## config.mk

```make
export PLATFORM = sky130hd
export DESIGN_NAME = block_assembler_flat
export DESIGN_NICKNAME = d
export VERILOG_FILES = /design/src/rtl/block_assembler_if.sv /design/src/rtl/block_assembler.sv /design/src/flat_wrapper.sv
export SDC_FILE = /design/constraint.sdc
export NUM_CORES = 1
export LEC_CHECK = 0
export ABC_AREA = 1
export CAP_MARGIN = 0
export CORE_UTILIZATION = 40
export DETAILED_ROUTE_END_ITERATION = 12
export PLACE_DENSITY = 0.83
export SYNTH_ARGS = -nofsm -noshare
export SYNTH_HDL_FRONTEND = slang
export SYNTH_SLANG_ARGS = --single-unit
```

## constraint.sdc

```tcl
create_clock -name clk -period 19.32 [get_ports clk]
set_input_delay 2.898 -clock clk [delete_from_list [all_inputs] [get_ports clk]]
set_output_delay 2.898 -clock clk [all_outputs]
set_load 0.01 [all_outputs]
```

## src/rtl/block_assembler_if.sv

```systemverilog
// Job-load and block-stream signals between the job loader, the block
// assembler and the hash-core input.
// slave  : the assembler side (takes job controls, produces the block stream)
// master : the job-loader / consumer side
interface block_assembler_if #(
  parameter int ENTRY_BYTES = 12,
  parameter int NONCE_BYTES = 4,
  parameter int CNT_W       = 32
);
  localparam int EW = 8 * ENTRY_BYTES;
  localparam int NW = 8 * NONCE_BYTES;
  localparam int BW = 8 * (ENTRY_BYTES + NONCE_BYTES);

  logic             start;
  logic             stop;
  logic [EW-1:0]    entry;
  logic [NW-1:0]    nonce_first;
  logic [NW-1:0]    nonce_last;
  logic             out_ready;
  logic             out_valid;
  logic [BW-1:0]    block_out;
  logic [NW-1:0]    nonce_out;
  logic             busy;
  logic             done;
  logic             aborted;
  logic [CNT_W-1:0] blk_count;
  logic [1:0]       state_dbg;

  modport slave (
    input  start, stop, entry, nonce_first, nonce_last, out_ready,
    output out_valid, block_out, nonce_out, busy, done, aborted, blk_count,
           state_dbg
  );

  modport master (
    output start, stop, entry, nonce_first, nonce_last, out_ready,
    input  out_valid, block_out, nonce_out, busy, done, aborted, blk_count,
           state_dbg
  );
endinterface

```

## src/rtl/block_assembler.sv

```systemverilog
// Block assembler: captures a header entry and an inclusive nonce range, then
// streams one {nonce, entry} / {entry, nonce} block per accepted handshake.
//
// Handshake: a block transfers on a rising edge where out_valid && out_ready.
// out_valid is a flop that depends only on state (never on out_ready); while
// out_valid is high and out_ready is low, block_out/nonce_out hold stable, and
// out_valid only falls after the final transfer or on stop.
module block_assembler #(
  parameter int ENTRY_BYTES = 12,
  parameter int NONCE_BYTES = 4,
  parameter int NONCE_HIGH  = 1,
  parameter int CNT_W       = 32
) (
  input  logic            clk,
  input  logic            reset,
  block_assembler_if.slave bus
);
  localparam int EW = 8 * ENTRY_BYTES;
  localparam int NW = 8 * NONCE_BYTES;

  typedef enum logic [1:0] {
    ST_IDLE   = 2'd0,
    ST_RUN    = 2'd1,
    ST_FINISH = 2'd2
  } state_t;

  state_t           state_q, state_d;
  logic [EW-1:0]    entry_q, entry_d;
  logic [NW-1:0]    cur_nonce_q, cur_nonce_d;
  logic [NW-1:0]    last_nonce_q, last_nonce_d;
  logic [CNT_W-1:0] cnt_q, cnt_d;
  logic             valid_q, valid_d;
  logic             busy_q, busy_d;
  logic             done_q, done_d;
  logic             aborted_q, aborted_d;

  logic             xfer;
  logic             at_last;
  logic [CNT_W-1:0] cnt_inc;

  assign xfer    = valid_q & bus.out_ready;
  assign at_last = (cur_nonce_q == last_nonce_q);
  // Counter saturates at all-ones instead of wrapping.
  assign cnt_inc = (&cnt_q) ? cnt_q : cnt_q + 1'b1;

  // State and datapath registers, cleared asynchronously.
  always_ff @(posedge clk or posedge reset) begin
    if (reset) begin
      state_q      <= ST_IDLE;
      entry_q      <= '0;
      cur_nonce_q  <= '0;
      last_nonce_q <= '0;
      cnt_q        <= '0;
      valid_q      <= 1'b0;
      busy_q       <= 1'b0;
      done_q       <= 1'b0;
      aborted_q    <= 1'b0;
    end else begin
      state_q      <= state_d;
      entry_q      <= entry_d;
      cur_nonce_q  <= cur_nonce_d;
      last_nonce_q <= last_nonce_d;
      cnt_q        <= cnt_d;
      valid_q      <= valid_d;
      busy_q       <= busy_d;
      done_q       <= done_d;
      aborted_q    <= aborted_d;
    end
  end

  // Next state: stop beats a simultaneous transfer; start only counts in IDLE.
  always_comb begin
    state_d = state_q;
    case (state_q)
      ST_IDLE:   if (bus.start) state_d = ST_RUN;
      ST_RUN: begin
        if (bus.stop)           state_d = ST_IDLE;
        else if (xfer && at_last) state_d = ST_FINISH;
      end
      ST_FINISH: state_d = ST_IDLE;
      default:   state_d = ST_IDLE;
    endcase
  end

  // Datapath and registered-output next values for each state.
  always_comb begin
    entry_d      = entry_q;
    cur_nonce_d  = cur_nonce_q;
    last_nonce_d = last_nonce_q;
    cnt_d        = cnt_q;
    valid_d      = valid_q;
    busy_d       = busy_q;
    done_d       = 1'b0;
    aborted_d    = 1'b0;
    case (state_q)
      ST_IDLE: begin
        if (bus.start) begin
          entry_d      = bus.entry;
          cur_nonce_d  = bus.nonce_first;
          last_nonce_d = bus.nonce_last;
          cnt_d        = '0;
          valid_d      = 1'b1;
          busy_d       = 1'b1;
        end
      end
      ST_RUN: begin
        if (bus.stop) begin
          // The block offered this cycle is dropped and not counted.
          valid_d   = 1'b0;
          busy_d    = 1'b0;
          aborted_d = 1'b1;
        end else if (xfer) begin
          cnt_d = cnt_inc;
          if (at_last) begin
            valid_d = 1'b0;
            busy_d  = 1'b0;
            done_d  = 1'b1;
          end else begin
            // Natural modulo-2^NW wrap lets last < first describe a range.
            cur_nonce_d = cur_nonce_q + 1'b1;
          end
        end
      end
      default: begin
        valid_d = 1'b0;
        busy_d  = 1'b0;
      end
    endcase
  end

  // Block layout: byte 0 is the LSB; the nonce sits at the top or bottom.
  generate
    if (NONCE_HIGH != 0) begin : g_nonce_high
      assign bus.block_out = {cur_nonce_q, entry_q};
    end else begin : g_nonce_low
      assign bus.block_out = {entry_q, cur_nonce_q};
    end
  endgenerate

  assign bus.nonce_out = cur_nonce_q;
  assign bus.out_valid = valid_q;
  assign bus.busy      = busy_q;
  assign bus.done      = done_q;
  assign bus.aborted   = aborted_q;
  assign bus.blk_count = cnt_q;
  assign bus.state_dbg = state_q;

endmodule

```

## src/flat_wrapper.sv

```systemverilog
// flat-port wrapper written by rule: the top's interface ports become plain ports
module block_assembler_flat 
#(
  parameter int ENTRY_BYTES = 12,
  parameter int NONCE_BYTES = 4,
  parameter int NONCE_HIGH  = 1,
  parameter int CNT_W       = 32
)
  (clk, reset, bus_start, bus_stop, bus_entry, bus_nonce_first, bus_nonce_last, bus_out_ready, bus_out_valid, bus_block_out, bus_nonce_out, bus_busy, bus_done, bus_aborted, bus_blk_count, bus_state_dbg);
  block_assembler_if #(.ENTRY_BYTES(ENTRY_BYTES), .NONCE_BYTES(NONCE_BYTES), .CNT_W(CNT_W)) bus_i ();
  input  logic clk;
  input  logic reset;
  input wire logic [$bits(bus_i.start)-1:0] bus_start;
  input wire logic [$bits(bus_i.stop)-1:0] bus_stop;
  input wire logic [$bits(bus_i.entry)-1:0] bus_entry;
  input wire logic [$bits(bus_i.nonce_first)-1:0] bus_nonce_first;
  input wire logic [$bits(bus_i.nonce_last)-1:0] bus_nonce_last;
  input wire logic [$bits(bus_i.out_ready)-1:0] bus_out_ready;
  output wire logic [$bits(bus_i.out_valid)-1:0] bus_out_valid;
  output wire logic [$bits(bus_i.block_out)-1:0] bus_block_out;
  output wire logic [$bits(bus_i.nonce_out)-1:0] bus_nonce_out;
  output wire logic [$bits(bus_i.busy)-1:0] bus_busy;
  output wire logic [$bits(bus_i.done)-1:0] bus_done;
  output wire logic [$bits(bus_i.aborted)-1:0] bus_aborted;
  output wire logic [$bits(bus_i.blk_count)-1:0] bus_blk_count;
  output wire logic [$bits(bus_i.state_dbg)-1:0] bus_state_dbg;
  assign bus_i.start = bus_start;
  assign bus_i.stop = bus_stop;
  assign bus_i.entry = bus_entry;
  assign bus_i.nonce_first = bus_nonce_first;
  assign bus_i.nonce_last = bus_nonce_last;
  assign bus_i.out_ready = bus_out_ready;
  assign bus_out_valid = bus_i.out_valid;
  assign bus_block_out = bus_i.block_out;
  assign bus_nonce_out = bus_i.nonce_out;
  assign bus_busy = bus_i.busy;
  assign bus_done = bus_i.done;
  assign bus_aborted = bus_i.aborted;
  assign bus_blk_count = bus_i.blk_count;
  assign bus_state_dbg = bus_i.state_dbg;
  block_assembler #(.ENTRY_BYTES(ENTRY_BYTES), .NONCE_BYTES(NONCE_BYTES), .NONCE_HIGH(NONCE_HIGH), .CNT_W(CNT_W)) u_core (.clk(clk), .reset(reset), .bus(bus_i));
endmodule
```

==> reports/results.tsv <==
metric	value	unit
setup.worst_path.start_class	primary input	
cp_data_required_time	19.65	ns
setup_ws	14.16	ns
p_sw	756.6	µW
core_area	25110	µm²
ctsHoldBuffers	0	
ys_types	37	
yosysSeqAreaShare	48.31	%
synth-compound-area-share	3.053	%
cp_max_fo	67	
dp_slack	13.71	ns
cp_slowest_stage_delay	0.66	ns
power.internal	1273	µW
postSynthCellCount	1136	
vdd_drop_max	88.90	µV
avgViaCountPerCell	5.009	
avgSynthCellArea	8.982	µm²
rsz0062_at_grt	no	
grt_pass1_wl	48.11	mm
synth_area	10200	µm²
cts_tree	yes	
setup_tns	0	ns
clock_power_share	18.4	%
fin_worst_skew	0.02099	ns
endpoint_kind	flip-flop	
cts_resized	0	
synth_top_family_by_area	simple AND/OR/NAND/NOR gates	
synthToLayoutAreaGrowth	41.50	%
root_buffer	clkbuf_16	
ys_warn_count	0	
dp_hpwl	24.29	mm
drtIter0Drc	553	
crit_arrival	5.49	ns
leakage	0.006218	µW
die_w	161.7	µm
drive_gt1_share	12.53	%
maxSlewHeadroom	38.58	%
die_h	161.7	µm
drtAntennaViolNets	0	
max_slew.worst_pin.slew	0.9213	ns
min_path_cells	1	
p_per_area	140.6	nW/µm²
max-clock-path-buffers	2	
synthesis.nets	1303	
clk_transition_reported_paths	0.08	ns
cpLargestDelayFamily	simple AND/OR/NAND/NOR gates	
numCtsBuffers	17	
place_congestion	1.012	
layout_min_cycle_time	5.161	ns
synthSimpleGateAreaFrac	23.48	%
grt_max_degree	133	
cp_slowest_cell	nand2_4	
hold_viol_final	0	
ff2ff_path_depth	7	
cp_num_buf_inv	2	
maxClockFrequency	193.8	MHz
grt.overflow.total	0	
portBuffers	362	
hold_class	reg2reg	
max-cap-violations	0	
synth_xor_xnor_area_share	4.034	%
worstPathCellList	clkdlybuf4s50_1 > nand2_4 > o21ai_4 > nand2_2 > inv_2 > nand2_1 > nand2_1	
outcome	complete, no violations	
synth_seq_cells	197	
final_nets	1615	
wl_per_cell	17.76	µm
die-area	26150	µm²
cts_num_sinks	197	
drc	0	
setup_viol	0	
cts_setup_buffers	0	
drv_slew	0	
wirelength	31.87	mm
num_rows	58	
crit_type	in2reg	
pwr-share-seq	36.7	%
holdWs	0.5081	ns
grt_pass1_vias	8877	
antenna_found_initial	4	
vias	8992	
crit_path_frequent_cell	nand2_1	
synthAdderAreaFrac	0.2452	%
worst-path-stages	7	
muxShareOfSynthArea	13.53	%
netSwitchingFraction	37.28	%
post-route-period-util	26.71	%
ios	363	
firstDrtPassIters	5	
grt_usage	24.19	%
initial_utilization	40.64	%
h-tree-depth	4	
clk_latency	0.44	ns
comb_power_share	44.9	%
worst reg2reg max path, cell delays in order (launching register included):
cell and delay [ns]:
dfrtp_1 0.41, nor2_1 0.27, nand2_4 0.53, o21ai_4 0.35, nand2_2 0.50, inv_2 0.56, nand2_1 0.12, nand2_1 0.08
stage by stage:
stage          area (µm²)  total power (µW)  utilization [%]  cells
6_report            14440              2030            57.50   1795
5_1_grt             14440              2145            57.49   1794
4_1_cts             14430              2042            57.46   1791
3_5_place_dp        13790              1659            54.94   1759
3_3_place_gp        13790              1631            54.94   1759
2_1_floorplan       10200              1211                -   1136
Yosys cell counts, drive strengths merged:
| cell | count | area, µm² |
|---|---|---|
| nand2 | 362 | 1374 |
| dfrtp | 197 | 4930 |
| mux2 | 119 | 1340 |
| nor2 | 97 | 401.6 |
| inv | 68 | 255.2 |
| buf | 59 | 434.2 |
| nand3 | 57 | 285.3 |
| o21ai | 36 | 191.4 |
| xnor2 | 30 | 262.8 |
| nand4 | 20 | 140.1 |
| xor2 | 17 | 148.9 |
| nor3 | 16 | 85.08 |
| clkbuf | 14 | 56.30 |
| a21oi | 12 | 60.06 |
| or2 | 11 | 68.82 |
| mux2i | 4 | 40.04 |
| o31ai | 4 | 30.03 |
| a21o | 3 | 22.52 |
| nand3b | 3 | 22.52 |
| and3 | 2 | 12.51 |
| ha | 2 | 25.02 |
| a21boi | 1 | 7.510 |
| and2 | 1 | 6.260 |
| clkinv | 1 | 3.750 |
layer usage:
metal	up-vias	track usage [%]	share of wire (%)
met5	-	0	0
met4	0	9.605	3.0
met3	56	7.763	8.8
met2	348	45.06	53
met1	4337	24.93	35
li1	4251	-	-
kinds of logic (layout without fill, tap and decap cells):
kind of cell | Yosys count | after routing
other cells | 0 | 4
mux | 123 | 123
xor+xnor | 47 | 47
flops | 197 | 197
compound gates | 56 | 56
buf+inv | 142 | 467
simple gates | 569 | 569
fa+ha+maj | 2 | 2
power by group through the flow:
stage	Clock [µW]	Sequential, µW	Combinational (µW)
finish	374	744	912
global route	397	767	981
CTS	382	744	917
detailed placement	0	748	911
global placement	0	738	893
floorplan	0	767	444
cells in the final DEF, fill, tap and decap left out, drive strengths merged, types with 16 or more instances in the layout:
cell type / count
clkbuf: 17
clkdlybuf4s50: 362
dfrtp: 197
inv: 75
mux2: 119
nand2: 362
nand3: 57
nand4: 20
nor2: 97
nor3: 16
o21ai: 36
xnor2: 30
xor2: 17
cell type report:
cell class / instances / area (µm²)
multi-input cells: 797 / 4532
flip-flops and latches: 197 / 4930
clock buffers: 17 / 425.4
clock inverters: 15 / 207.7
inverters: 69 / 266.5
fillers: 2182 / 10670
diodes: 4 / 10.01
repair buffers: 366 / 3654
well taps: 330 / 412.9
registers in the layout, summed over array words and instances (netlist names):
register              cells
u_core.bus.aborted        1
u_core.bus.blk_count     32
u_core.bus.done           1
u_core.bus.nonce_out     32
u_core.bus.out_valid      1
u_core.bus.state_dbg      2
u_core.entry_q           96
u_core.last_nonce_q      32
path summary, 6_finish.rpt:
check	startpoint	endpoint	slack, ns
min in group asynchronous	reset	u_core.entry_q[16]$_DFFE_PP0P_	3.03
setup / recovery	bus_start	u_core.bus.nonce_out[0]$_DFFE_PP0P_	14.16
max in group asynchronous	reset	u_core.bus.nonce_out[9]$_DFFE_PP0P_	14.74
setup reg to reg	u_core.bus.state_dbg[0]$_DFFE_PP0P_	u_core.bus.nonce_out[0]$_DFFE_PP0P_	16.46
hold / removal	u_core.entry_q[82]$_DFFE_PP0P_	u_core.entry_q[82]$_DFFE_PP0P_	0.51
hold reg to reg	u_core.entry_q[82]$_DFFE_PP0P_	u_core.entry_q[82]$_DFFE_PP0P_	0.51
Power figures use the tool's default switching activity.
==> RTL change 1: new RTL, config.mk and constraints unchanged <==
`ENTRY_BYTES` is set to 12 in 3 places; all go to 14.
--- a/src/rtl/block_assembler_if.sv
+++ b/src/rtl/block_assembler_if.sv
@@ -4,5 +4,5 @@
 // master : the job-loader / consumer side
 interface block_assembler_if #(
-  parameter int ENTRY_BYTES = 12,
+  parameter int ENTRY_BYTES = 14,
   parameter int NONCE_BYTES = 4,
   parameter int CNT_W       = 32
--- a/src/rtl/block_assembler.sv
+++ b/src/rtl/block_assembler.sv
@@ -7,5 +7,5 @@
 // out_valid only falls after the final transfer or on stop.
 module block_assembler #(
-  parameter int ENTRY_BYTES = 12,
+  parameter int ENTRY_BYTES = 14,
   parameter int NONCE_BYTES = 4,
   parameter int NONCE_HIGH  = 1,
--- a/src/flat_wrapper.sv
+++ b/src/flat_wrapper.sv
@@ -2,5 +2,5 @@
 module block_assembler_flat 
 #(
-  parameter int ENTRY_BYTES = 12,
+  parameter int ENTRY_BYTES = 14,
   parameter int NONCE_BYTES = 4,
   parameter int NONCE_HIGH  = 1,
Interface: changed (resized bus_block_out and bus_entry); port bits go from 363 to 395. No check against the original RTL was run, so the function may have changed too.
==> RTL change 1 against the original RTL <==
  * The flow now finishes with violations (DRC)
  * Power fell by 15%
  * Sequential cell count rose by 16
  * Largest cell class unchanged
  * Global-route usage rose by 0.37 points
  * Wire length rose by 6.9%
  * Critical endpoint is now u_core.entry_q[62]
  * Cell area rose by 7.6%
  * Worst setup slack got worse by 0.18 ns
  * Synthesized area rose by 5.7%
  * Final cell count rose by 7.0%
==> RTL change 1: results (changes against the original RTL) <==
* Status: finished with violations
* Violated checks: DRC
* Average detailed-routed wire length per instance at 17.8 um (about the same)
* Worst setup endpoint: u_core.entry_q[62]
* Headroom to the max-slew limit at 27.5% (-11 points)
* Internal portion of total power at 0.00115 W (-10%)
* Net count of the mapped netlist at 1398 (+7.3%)
* Remaining design rule violation count at 13 (+13)
* Via density at 5.02 (+0.21%)
* Ranking of synthesized cells by area: dfrtp_1 49%, mux2_2 13%, nand2_1 13%, nor2_1 3.6%, inv_1 2.9%
* Cell area after placement at 14700 um^2 (+6.8%)
* Clock buffer count from CTS at 24 (+7)
* DRT Pass-1 Iters at 11 (+6)
* Layout filler cell count at 2220 (+1.7%)
* Share of post-route cells with drive strength above 1 at 12.6% (+0.11 points)
* Net count of the finished layout at 1749 (+8.3%)
* Hold WS at 0.504 ns (-0.00400 ns)
* Library cell contributing the largest single delay on the critical path: buf_4
* Maximum single-stage delay on the critical path at 0.75 ns (+0.09 ns)
* Critical-path maximum fanout at 66 (-1.5%)
* Clock latency on the worst-skew pair at 0.53 ns (+0.09 ns)
* Sum of internal, switching and leakage power at 0.00172 W (-15%)
* Dominant delay contributor by cell family on the critical path: buffers and inverters
* Global routing met1 resource utilization at 29.2% (+4.2 points)
* Met2 Resource Use GR at 41.3% (-3.7 points)
* Share of synthesized area occupied by flip-flops and latches at 49.4% (+1.1 points)
* Sequential share of power at 38.5% (+1.8 points)
* Met3 demand-to-capacity share in global routing at 7.41% (-0.35 points)
* Initial antenna violation count at 2 (-2)
* Final Worst Setup Slack at 13.98 ns (-0.184 ns)
* Critical R2R Launch: u_core.bus.state_dbg[1]
* Number of global-route vias before repair at 9839 (+11%)
RTL change 1: cell count changes after synthesis, moves of 8 or more:
cell	before	now
a21oi_1	12	27
buf_2	11	23
dfrtp_1	197	213
inv_1	65	84
nand2_1	358	373
nand4_1	19	7
nor2_1	92	104
nor3_1	15	23
xnor2_1	30	20
RTL change 1: final cells by class:
cell class	count	area [um^2]	area share, %
clock inverters	7	75.1	0.483
inverters	94	360	2.32
repair buffers	398	3970	25.6
well taps	335	419	2.70
flip-flops and latches	213	5330	34.3
diodes	2	5.00	0.0322
clock buffers	36	726	4.67
multi-input cells	835	4640	29.9
RTL change 1: cell families (layout without fill, tap and decap cells):
group | after synthesis | after routing | share of synthesized area [%]
compound gates | 77 | 77 | 3.78
xor+xnor | 35 | 35 | 2.84
fa+ha+maj | 2 | 2 | 0.232
buf+inv | 167 | 535 | 7.54
flops | 213 | 213 | 49.4
mux | 129 | 129 | 13.4
other cells | 0 | 2 | 0
simple gates | 592 | 592 | 22.7
==> RTL change 2: new RTL, config.mk and constraints unchanged <==
Made on the original files. Reset style: synchronous (`reset`), changed in one clocked block. Comments in the files are not updated.
--- a/src/rtl/block_assembler.sv
+++ b/src/rtl/block_assembler.sv
@@ -45,5 +45,5 @@
 
   // State and datapath registers, cleared asynchronously.
-  always_ff @(posedge clk or posedge reset) begin
+  always_ff @(posedge clk) begin
     if (reset) begin
       state_q      <= ST_IDLE;
Formal check against the unedited RTL: differs if reset is asserted again (counterexample within 4 cycles, from zero or initial values and one cycle with reset high); with reset held inactive, the same outputs for 4 cycles.
==> RTL change 2 against the original RTL <==
  * Wire length up 7.7%
  * Clock skew down 0.0069 ns
  * Synthesized area down 0.90%
  * Global-route usage up 1.9 points
  * Die area down 0.88%
  * Cell area down 1.3%
  * Worst setup slack worse by 0.53 ns
  * Non-clock buffer count up 3
  * Core utilization up 0.57 points
  * Sequential cell count unchanged
Power is not compared: it rests on default switching activity, and its combinational part moved more than twofold at a synthesized area within 25%.
==> RTL change 2: results (changes against the original RTL) <==
* Antenna diodes at 2 (-2)
* Total GRT Usage at 26.1% (+1.9 points)
* Post-route met1 wirelength at 13000 um (+17%)
* Clock-cell share of area at 4.32% (-0.064 points)
* DRT Pass-1 Iters at 6 (+1)
* Share of post-route cells with drive strength above 1 at 3.82% (-8.7 points)
* Syn Inst Count at 1592 (+40%)
* Detailed-route via count at 11027 (+23%)
* Dominant delay contributor by cell family on the critical path: buffers and inverters
* Share of synthesized area occupied by flip-flops and latches at 39.0% (-9.3 points)
* Top-area cell type share of the netlist area at 39.0% (-9.3 points)
* Count of non-CTS inverters in the layout at 114 (+65%)
* Worst slack, placed at 13.20 ns (-0.513 ns)
* Status: completed
* Area of combinational cells with multiple inputs at 5170 um^2 (+14%)
* DR WL met3 at 3170 um (+13%)
* Gp weighted congestion at 0.955 (-5.6%)
* Width of the die at 161 um (-0.44%)
* Library cell contributing the largest single delay on the critical path: buf_4
* Sequential share of cell area at 27.7% (-6.5 points)
* Compound-gate portion of the synthesized area at 11.2% (+8.2 points)
* Layout filler cell count at 2311 (+5.9%)
* Multiplexer share of the synthesized area at 0% (-14 points)
* Non-clock buffer total of the final layout at 369 (+0.82%)
* Headroom to the max-slew limit at 35.9% (-2.7 points)
* Sum of net half-perimeters after detailed placement at 25600 um (+5.3%)
* Cells on worst reg2reg path at 9 (+2)
* Cell area after placement at 13600 um^2 (-1.2%)
* Critical-path maximum fanout at 82 (+22%)
* Average detailed-routed wire length per instance at 15.5 um (-13%)
* Adder-Cell Fraction of Synth Area at 0.247% (+0.0022 points)
* Most area-hungry cell type in the Yosys netlist: dfxtp_1
* Number of global-route vias before repair at 10447 (+18%)
* Synth async-reset ratio at 0% (-100 points)
* Distinct cells, synth at 42 (+14%)
* Via density at 4.98 (-0.53%)
* FF+latch area at 3940 um^2 (-20%)
* Endpoint of the lowest-slack register-to-register path: u_core.bus.nonce_out[2]
* Wire length of the first global-routing pass at 53400 um (+11%)
* Pin count of the biggest net entering global routing at 94 (-29%)
* Placed insts at 2179 (+24%)
* Net count of the finished layout at 2041 (+26%)
* Fraction of area in non-clock buffers at 25.8% (+0.50 points)
* Routed met2 length at 16900 um (-0.37%)
* Number of DRC markers in iteration 0 at 780 (+41%)
* Clock tree skew after final layout at 0.0140 ns (-0.00695 ns)
* Multi-input combinational cell count at 1175 (+47%)
* Parity-gate share of the synthesized area counting xor and xnor cells at 2.68% (-1.3 points)
* Critical R2R Launch: u_core.bus.state_dbg[1]
* Initial antenna violation count at 1 (-3)
RTL change 2: cell count changes after synthesis, moves of 8 or more:
cell and delta:
o21ai_0 +114, dfrtp_1 -197, or2_2 -8, inv_1 +32, dfxtp_1 +197, nor2_1 +294
inv_2 +10, clkbuf_1 +42, mux2_2 -119, xnor2_1 -13, a21oi_1 +52, nand2_1 +72
RTL change 2: how the worst min path moves through the flow:
| stage | from | end | slack [ns] | cells after the start |
|---|---|---|---|---|
| floorplan | u_core.last_nonce_q[11] | u_core.last_nonce_q[11] | 0.44 | 2 |
| global placement | u_core.last_nonce_q[16] | u_core.last_nonce_q[16] | 0.46 | 2 |
| detailed placement | u_core.last_nonce_q[9] | u_core.last_nonce_q[9] | 0.46 | 2 |
| CTS | u_core.last_nonce_q[9] | u_core.last_nonce_q[9] | 0.47 | 2 |
| global route | u_core.last_nonce_q[18] | u_core.last_nonce_q[18] | 0.50 | 2 |
| finish | u_core.last_nonce_q[1] | u_core.last_nonce_q[1] | 0.47 | 2 |
RTL change 2: layer usage:
metal | global-route usage [%] | up-vias
met5 | 0 | -
met4 | 12.0 | 0
met3 | 7.45 | 58
met2 | 45.3 | 441
met1 | 29.6 | 5014
li1 | - | 5514
RTL change 2: power by group:
group / internal (W) / total [W] / leakage [nW] / switching, W
combinational: 0.000115 / 0.000231 / 3.76 / 0.000116
clock: 0.000179 / 0.000372 / 0.302 / 0.000193
sequential: 0.000436 / 0.000466 / 1.62 / 0.0000305
RTL change 2: worst min-delay path: cells and delay by family, from the launching register on:
family,cells,cell delay (ns)
flops,1,0.31
buf+inv,1,0.06
compound gates,1,0.06
